File: src/rtl/alu_pipe_if.sv
// alu_pipe_if: valid/ready handshake bundle for alu_pipe.
//   Request side : i_valid, o_ready, i_a, i_b, i_op
//   Response side: o_valid, i_ready, o_result, o_zero, o_neg, o_carry,
//                  o_ovf, o_err
//   modport slave  - the ALU pipeline
//   modport master - the operand source / result sink
interface alu_pipe_if #(
   parameter int BITS_DATA = 8,
   parameter int BITS_OP   = 6
);
   logic                 i_valid;
   logic                 o_ready;
   logic [BITS_DATA-1:0] i_a;
   logic [BITS_DATA-1:0] i_b;
   logic [BITS_OP-1:0]   i_op;
   logic                 o_valid;
   logic                 i_ready;
   logic [BITS_DATA-1:0] o_result;
   logic                 o_zero;
   logic                 o_neg;
   logic                 o_carry;
   logic                 o_ovf;
   logic                 o_err;

   modport slave (
      input  i_valid, i_a, i_b, i_op, i_ready,
      output o_ready, o_valid, o_result, o_zero, o_neg, o_carry, o_ovf, o_err
   );

   modport master (
      output i_valid, i_a, i_b, i_op, i_ready,
      input  o_ready, o_valid, o_result, o_zero, o_neg, o_carry, o_ovf, o_err
   );
endinterface

File: src/rtl/alu_pipe.sv
// alu_pipe: two-stage pipelined ALU with valid/ready on both sides.
//   S1 registers the operands/op, S2 registers the result and flags;
//   all bus outputs come straight from S2 registers.
// Ports:
//   i_clk   - clock, rising edge
//   i_reset - synchronous active-high reset
//   bus     - alu_pipe_if.slave (operands, op, result, flags, handshake)
// Optional feature macro: ALU_PIPE_SAT_EN
//   defined   - ADD/SUB saturate on signed overflow (o_ovf still set)
//   undefined - ADD/SUB wrap
module alu_pipe #(
   parameter int BITS_DATA = 8,
   parameter int BITS_OP   = 6
) (
   input logic       i_clk,
   input logic       i_reset,
   alu_pipe_if.slave bus
);
   localparam int MSB = BITS_DATA - 1;

   localparam logic [BITS_OP-1:0] LP_OP_ADD = BITS_OP'(6'b100000);
   localparam logic [BITS_OP-1:0] LP_OP_SUB = BITS_OP'(6'b100010);
   localparam logic [BITS_OP-1:0] LP_OP_AND = BITS_OP'(6'b100100);
   localparam logic [BITS_OP-1:0] LP_OP_OR  = BITS_OP'(6'b100101);
   localparam logic [BITS_OP-1:0] LP_OP_XOR = BITS_OP'(6'b100110);
   localparam logic [BITS_OP-1:0] LP_OP_NOR = BITS_OP'(6'b100111);
   localparam logic [BITS_OP-1:0] LP_OP_SRL = BITS_OP'(6'b000010);
   localparam logic [BITS_OP-1:0] LP_OP_SRA = BITS_OP'(6'b000011);

   localparam logic [BITS_DATA-1:0] LP_WIDTH = BITS_DATA'(BITS_DATA);
`ifdef ALU_PIPE_SAT_EN
   localparam logic [BITS_DATA-1:0] LP_SMAX = {1'b0, {(BITS_DATA-1){1'b1}}};
   localparam logic [BITS_DATA-1:0] LP_SMIN = {1'b1, {(BITS_DATA-1){1'b0}}};
`endif

   logic                 r_s1_valid;
   logic [BITS_DATA-1:0] r_s1_a;
   logic [BITS_DATA-1:0] r_s1_b;
   logic [BITS_OP-1:0]   r_s1_op;

   logic                 r_s2_valid;
   logic [BITS_DATA-1:0] r_s2_result;
   logic                 r_s2_zero;
   logic                 r_s2_neg;
   logic                 r_s2_carry;
   logic                 r_s2_ovf;
   logic                 r_s2_err;

   logic                 w_s2_adv;
   logic                 w_s1_adv;
   logic [BITS_DATA:0]   w_sum;
   logic [BITS_DATA:0]   w_diff;
   logic                 w_shift_big;
   logic [BITS_DATA-1:0] w_result;
   logic                 w_carry;
   logic                 w_ovf;
   logic                 w_err;
   logic                 w_zero;
   logic                 w_neg;

   // A stage may load while its current content is leaving, so a full
   // pipeline streams one result per cycle when the sink is ready.
   assign w_s2_adv    = ~r_s2_valid | bus.i_ready;
   assign w_s1_adv    = ~r_s1_valid | w_s2_adv;
   assign bus.o_ready = w_s1_adv;

   always_comb begin
      // Extra MSB of the unsigned sum/difference is carry-out / borrow.
      w_sum       = {1'b0, r_s1_a} + {1'b0, r_s1_b};
      w_diff      = {1'b0, r_s1_a} - {1'b0, r_s1_b};
      w_shift_big = (r_s1_b >= LP_WIDTH);
      w_result    = '0;
      w_carry     = 1'b0;
      w_ovf       = 1'b0;
      w_err       = 1'b0;
      case (r_s1_op)
         LP_OP_ADD: begin
            w_result = w_sum[MSB:0];
            w_carry  = w_sum[BITS_DATA];
            w_ovf    = (r_s1_a[MSB] == r_s1_b[MSB]) && (w_sum[MSB] != r_s1_a[MSB]);
         end
         LP_OP_SUB: begin
            w_result = w_diff[MSB:0];
            w_carry  = w_diff[BITS_DATA];
            w_ovf    = (r_s1_a[MSB] != r_s1_b[MSB]) && (w_diff[MSB] != r_s1_a[MSB]);
         end
         LP_OP_AND: w_result = r_s1_a & r_s1_b;
         LP_OP_OR:  w_result = r_s1_a | r_s1_b;
         LP_OP_XOR: w_result = r_s1_a ^ r_s1_b;
         LP_OP_NOR: w_result = ~(r_s1_a | r_s1_b);
         LP_OP_SRL: w_result = w_shift_big ? '0 : (r_s1_a >> r_s1_b);
         LP_OP_SRA: w_result = w_shift_big ? {BITS_DATA{r_s1_a[MSB]}}
                                           : BITS_DATA'($signed(r_s1_a) >>> r_s1_b);
         default:   w_err = 1'b1;
      endcase
`ifdef ALU_PIPE_SAT_EN
      // Overflow direction follows A's sign for both ADD and SUB.
      if (w_ovf) w_result = r_s1_a[MSB] ? LP_SMIN : LP_SMAX;
`endif
   end

   assign w_zero = (w_result == '0);
   assign w_neg  = w_result[MSB];

   always_ff @(posedge i_clk) begin
      if (i_reset) begin
         r_s1_valid  <= 1'b0;
         r_s1_a      <= '0;
         r_s1_b      <= '0;
         r_s1_op     <= '0;
         r_s2_valid  <= 1'b0;
         r_s2_result <= '0;
         r_s2_zero   <= 1'b0;
         r_s2_neg    <= 1'b0;
         r_s2_carry  <= 1'b0;
         r_s2_ovf    <= 1'b0;
         r_s2_err    <= 1'b0;
      end else begin
         if (w_s1_adv) begin
            r_s1_valid <= bus.i_valid;
            r_s1_a     <= bus.i_a;
            r_s1_b     <= bus.i_b;
            r_s1_op    <= bus.i_op;
         end
         if (w_s2_adv) begin
            r_s2_valid  <= r_s1_valid;
            r_s2_result <= w_result;
            r_s2_zero   <= w_zero;
            r_s2_neg    <= w_neg;
            r_s2_carry  <= w_carry;
            r_s2_ovf    <= w_ovf;
            r_s2_err    <= w_err;
         end
      end
   end

   assign bus.o_valid  = r_s2_valid;
   assign bus.o_result = r_s2_result;
   assign bus.o_zero   = r_s2_zero;
   assign bus.o_neg    = r_s2_neg;
   assign bus.o_carry  = r_s2_carry;
   assign bus.o_ovf    = r_s2_ovf;
   assign bus.o_err    = r_s2_err;
endmodule
File: src/flat_wrapper.sv
// flat-port wrapper written by rule: the top's interface ports become plain ports
module alu_pipe_flat 
#(
   parameter int BITS_DATA = 8,
   parameter int BITS_OP   = 6
)
  (i_clk, i_reset, bus_i_valid, bus_i_a, bus_i_b, bus_i_op, bus_i_ready, bus_o_ready, bus_o_valid, bus_o_result, bus_o_zero, bus_o_neg, bus_o_carry, bus_o_ovf, bus_o_err);
  alu_pipe_if #(.BITS_DATA(BITS_DATA), .BITS_OP(BITS_OP)) bus_i ();
  input logic i_clk;
  input logic i_reset;
  input wire logic [$bits(bus_i.i_valid)-1:0] bus_i_valid;
  input wire logic [$bits(bus_i.i_a)-1:0] bus_i_a;
  input wire logic [$bits(bus_i.i_b)-1:0] bus_i_b;
  input wire logic [$bits(bus_i.i_op)-1:0] bus_i_op;
  input wire logic [$bits(bus_i.i_ready)-1:0] bus_i_ready;
  output wire logic [$bits(bus_i.o_ready)-1:0] bus_o_ready;
  output wire logic [$bits(bus_i.o_valid)-1:0] bus_o_valid;
  output wire logic [$bits(bus_i.o_result)-1:0] bus_o_result;
  output wire logic [$bits(bus_i.o_zero)-1:0] bus_o_zero;
  output wire logic [$bits(bus_i.o_neg)-1:0] bus_o_neg;
  output wire logic [$bits(bus_i.o_carry)-1:0] bus_o_carry;
  output wire logic [$bits(bus_i.o_ovf)-1:0] bus_o_ovf;
  output wire logic [$bits(bus_i.o_err)-1:0] bus_o_err;
  assign bus_i.i_valid = bus_i_valid;
  assign bus_i.i_a = bus_i_a;
  assign bus_i.i_b = bus_i_b;
  assign bus_i.i_op = bus_i_op;
  assign bus_i.i_ready = bus_i_ready;
  assign bus_o_ready = bus_i.o_ready;
  assign bus_o_valid = bus_i.o_valid;
  assign bus_o_result = bus_i.o_result;
  assign bus_o_zero = bus_i.o_zero;
  assign bus_o_neg = bus_i.o_neg;
  assign bus_o_carry = bus_i.o_carry;
  assign bus_o_ovf = bus_i.o_ovf;
  assign bus_o_err = bus_i.o_err;
  alu_pipe #(.BITS_DATA(BITS_DATA), .BITS_OP(BITS_OP)) u_core (.i_clk(i_clk), .i_reset(i_reset), .bus(bus_i));
endmodule
File: config.mk
export PLATFORM = sky130hd
export DESIGN_NAME = alu_pipe_flat
export DESIGN_NICKNAME = d
export VERILOG_FILES = /design/src/rtl/alu_pipe_if.sv /design/src/rtl/alu_pipe.sv /design/src/flat_wrapper.sv
export SDC_FILE = /design/constraint.sdc
export NUM_CORES = 1
export LEC_CHECK = 0
export ABC_AREA = 1
export BUFFER_PORTS_ARGS = -buffer_cell sky130_fd_sc_hd__buf_2
export CAP_MARGIN = 20
export CORE_AREA = 2 2 72 126
export DETAILED_ROUTE_END_ITERATION = 16
export DIE_AREA = 0 0 74 128
export GPL_TIMING_DRIVEN = 0
export PLACE_DENSITY_LB_ADDON = 0.3
export SLEW_MARGIN = 15
export SYNTH_ARGS = -nofsm -noshare
export SYNTH_HDL_FRONTEND = slang
export SYNTH_SLANG_ARGS = --single-unit
File: constraint.sdc
create_clock -name i_clk -period 5.7 [get_ports i_clk]
set_input_delay 1.14 -clock i_clk [delete_from_list [all_inputs] [get_ports i_clk]]
set_output_delay 1.14 -clock i_clk [all_outputs]
set_load 0.02 [all_outputs]
Word level (Yosys, flattened, before mapping)
Index checks and enable logic that the tools add are counted.

Flip-flop bits (word level): 37. Input bits: 26. Word-level logic and storage cells: 46.

$add $sub $neg: 2. $lt $le $gt $ge: 1. Equal/unequal tests: 12. Shift operators: 2. Muxes and demuxes: 6. Bitwise gates (word level): 8. Reduce and logical (&&, ||, !) cells: 4.

Operators by type and width (number): $pmux W8 S8 (1); $eq A6 B6 Y1 const B (6); $mux W8 (2); $eq A6 B2 Y1 const B (2); $add A8 B8 Y9 (1); $sub A8 B8 Y9 (1); $and A8 B8 Y8 (1); $ge A8 B4 Y1 const B (1); $logic_not A8 Y1 (1); $not A8 Y8 (1); $or A8 B8 Y8 (1); $reduce_or A8 Y1 (1); $shr A8 B8 Y8 (1); $sshr A8 B8 Y8 (1); $xor A8 B8 Y8 (1); $pmux W1 S2 (2); $ne A1 B1 Y1 (3); $logic_and A1 B1 Y1 (2); $not A1 Y1 (2); $or A1 B1 Y1 (2); $eq A1 B1 Y1 (1); $mux W1 (1).

Logic depth before layout (Yosys ltp)
Depth in word-level cells: 4. Gate-level depth with buffers: 18. Depth with buffers taken out: 17.

Worst setup path after synthesis
Ideal clock, no wire load.

Kind: input-to-output. From: in bus_i_ready. To: out bus_o_ready. Arrival: 1.924 ns. Required time: 4.560 ns. Setup slack: 2.636 ns. Stages: 3. Path buffers: 1. Path through: nor2_1 > nand2_1 > clkbuf_1.

Word-level cells in the longest chain between the ends: 2.

Ends and longest elaborated chain: from (decl) (RTL line flat_wrapper.sv:15) `input wire logic [$bits(bus_i.i_ready)-1:0] bus_i_ready;`; $or A1 B1 Y1 (RTL line alu_pipe.sv:63) `assign w_s2_adv = ~r_s2_valid | bus.i_ready;`; $or A1 B1 Y1 (RTL line alu_pipe.sv:64) `assign w_s1_adv = ~r_s1_valid | w_s2_adv;`; to (decl) (RTL line flat_wrapper.sv:16) `output wire logic [$bits(bus_i.o_ready)-1:0] bus_o_ready;`.

Every way passes these cells.

Worst setup path after layout
Same ends and word-level chain as after synthesis.

==> flow_metrics.py <==
metrics = {
    "status": {
        "status": "finished clean",
    },
    "placement": {
        "gp_congestion": 0.993,
        "post-place-ws_ps": 2020,
        "placed_cell_area_um2": 3650,
        "portBuffers": 39,
        "dp_hpwl_mm": 9.47,
    },
    "clocking": {
        "ctsResizeCount": 0,
        "cts_tree": "yes",
        "cts-htree-levels": 2,
        "post-cts-setup-buffers": 0,
        "clock_latency_ps": 290,
        "cts_root_buffer": "clkbuf_16",
        "path_clk_slew_ps": 60,
        "clock_path_buffers": 2,
        "cts_num_sinks": 36,
        "cts_buffers": 5,
        "holdBufCountCts": 0,
    },
    "grt": {
        "grt_max_degree": 14,
        "grt_use_met2_pct": 45.9,
        "grtUsageMet3_pct": 2.91,
        "track_usage_pct": 25.7,
        "grt_pass1_vias": 3698,
        "grt_busiest_layer": "met2",
        "antenna_found_initial": 0,
        "grt_use_met1_pct": 26.2,
        "grt_pass1_wl_mm": 18.5,
        "grt.overflow.total": 0,
    },
    "critical_path": {
        "cp_data_arrival_time_ps": 2470,
        "start_kind": "input pin",
        "path_max_fanout": 10,
        "crit_type": "input pin to primary output",
        "cp.required_ps": 4560,
        "worstPathCellList": "buf_2, nor2_1, nand2_1, clkbuf_1, buf_2",
        "slowest_stage": "nor2_1",
        "end_kind": "primary output",
        "crit_top_cell": "buf_2",
        "cp_slowest_stage_delay_ps": 440,
    },
    "finish": {
        "final_area_um2": 3820,
        "area_growth_pct": 15.5,
        "diodes": 0,
        "drive_above_1_share_pct": 14.2,
        "final_util_pct": 44.9,
        "fin_nets": 644,
    },
    "synthesis": {
        "ys_ff_latch": 36,
        "postSynthCellCount": 545,
        "synth_cell_types": 35,
        "synth_ff_type": "dfxtp_1",
        "synth-seq-area-share_pct": 21.8,
        "ys_top_cells_by_count": "150 x nand2_1, 79 x nand3_1, 60 x inv_1",
        "syn_nets": 598,
        "synthArstFlopShare_pct": 0,
        "synth_edf_count": 0,
        "yosys.area.top_type": "dfxtp_1",
        "synth_top_area_share_pct": 21.8,
        "avgSynthCellArea_um2": 6.07,
        "synth_area_um2": 3310,
        "yosys-top-cells-area": "dfxtp_1 22%, nand2_1 17%, nand3_1 12%",
        "synth.most_common_cell": "nand2_1",
        "ys_warn_count": 0,
    },
    "routing": {
        "drt_first_pass_iters": 5,
        "routed_wl_mm": 11.4,
        "post_drt_via_cell_ratio": 5.24,
        "wire_per_inst_um": 16.1,
        "vias": 3717,
        "drtIter0Drc": 231,
        "ant_nets": 0,
        "drc": 0,
    },
    "die": {
        "pin_count": 41,
        "initial_core_util_pct": 38.9,
        "dieArea_um2": 9470,
        "die_w_um": 74,
        "rows": 45,
        "dieHeight_um": 128,
        "core_area_um2": 8500,
    },
    "sta": {
        "tightestPinTransition_ps": 675,
        "rsz0062_at_grt": "no",
        "setup_viol": 0,
        "fin_crit_sh_pct": 63.3,
        "finalHoldViolations": 0,
        "finalWorstSetupSlack_ps": 2090,
        "setup_tns_ps": 0,
        "max_freq_ghz": 0.277,
        "fin_skew_ps": 7.04,
        "fin_crit_ps": 3610,
        "slew_violations": 0,
        "relSlewSlack_pct": 54.8,
    },
    "power_and_ir_drop": {
        "power_density_nw_per_um2": 214,
        "p_leak_nw": 1.90,
        "ir_worst_vdd_mv": 0.163,
    },
    "min_path": {
        "hp-class": "flop to flop",
    },
    "job": {
        "cap_violations": 0,
    },
}
-- layer usage --
layer | share of wire, % | vias to the layer above
li1 | - | 1870
met5 | 0 | -
met1 | 36 | 1673
met4 | 7.4 | 0
met2 | 53 | 124
met3 | 3.6 | 50
-- metrics by stage --
stage | hold slack, ps | instances | total power, mW
2_1_floorplan | 480 | 545 | 0.430
3_3_place_gp | 466 | 701 | 0.491
3_5_place_dp | 480 | 701 | 0.494
4_1_cts | 495 | 709 | 0.818
5_1_grt | 528 | 709 | 0.858
6_report | 496 | 709 | 0.816
-- cell families (layout without fill, tap and decap cells) --
| family | Yosys count | count (layout) | share of synthesized area [%] |
|---|---|---|---|
| fa+ha+maj | 27 | 27 | 10.7 |
| compound gates | 74 | 74 | 12.4 |
| flops | 36 | 36 | 21.8 |
| xor+xnor | 3 | 3 | 0.795 |
| buf+inv | 90 | 137 | 11.2 |
| simple gates | 315 | 315 | 43.1 |
-- layout make-up --
| class | instances | area, um^2 |
|---|---|---|
| timing repair buffer | 39 | 195 |
| fill | 926 | 4680 |
| inverter | 66 | 248 |
| sequential | 36 | 721 |
| clock inverter | 3 | 46.3 |
| tap | 117 | 146 |
| multi-input combinational | 419 | 2220 |
| clock buffer | 5 | 125 |
| buffer | 24 | 121 |
-- sequential cells by signal, summed over array words and instances, names as in the netlist, 6 cells and up --
name / cells
u_core.r_s1_a: 8
u_core.r_s1_op: 6
u_core.bus.o_result: 7
u_core.r_s1_b: 8
-- layout by cell type, fill, tap and decap left out, types with 2 or more instances in the layout --
master,instances
a21oi_1,42
a21oi_2,2
buf_2,46
buf_4,2
buf_6,2
clkbuf_1,13
clkbuf_16,5
dfxtp_1,36
fa_1,2
ha_1,25
inv_1,60
inv_2,5
nand2_1,150
nand3_1,79
nand3_2,4
nand3b_1,3
nand4_1,19
nor2_1,42
nor2_2,9
nor2_4,2
nor3_1,3
o211ai_1,8
o21ai_0,14
o21ai_1,3
xor2_1,2
-- power by group --
group / leakage (nW) / switching (mW) / internal (mW)
clock: 0.0804 / 0.116 / 0.208
sequential: 0.298 / 0.0203 / 0.267
combinational: 1.52 / 0.138 / 0.0673
-- critical path, delay by kind of cell --
family	cells	cell delay [ps]
and+or+nand+nor	2	730
buffers and inverters	3	600
-- path summary, 6_finish.rpt --
kind / from / endpoint / slack [ps] / cells after the start
setup / recovery: bus_i_ready / bus_o_ready / 2090 / 5
hold / removal: u_core.bus.o_zero / u_core.bus.o_zero / 500 / 2
setup reg to reg: u_core.r_s1_b[2] / u_core.bus.o_zero / 2830 / 18
hold reg to reg: u_core.bus.o_zero / u_core.bus.o_zero / 500 / 2
Power figures use the tool's default switching activity.
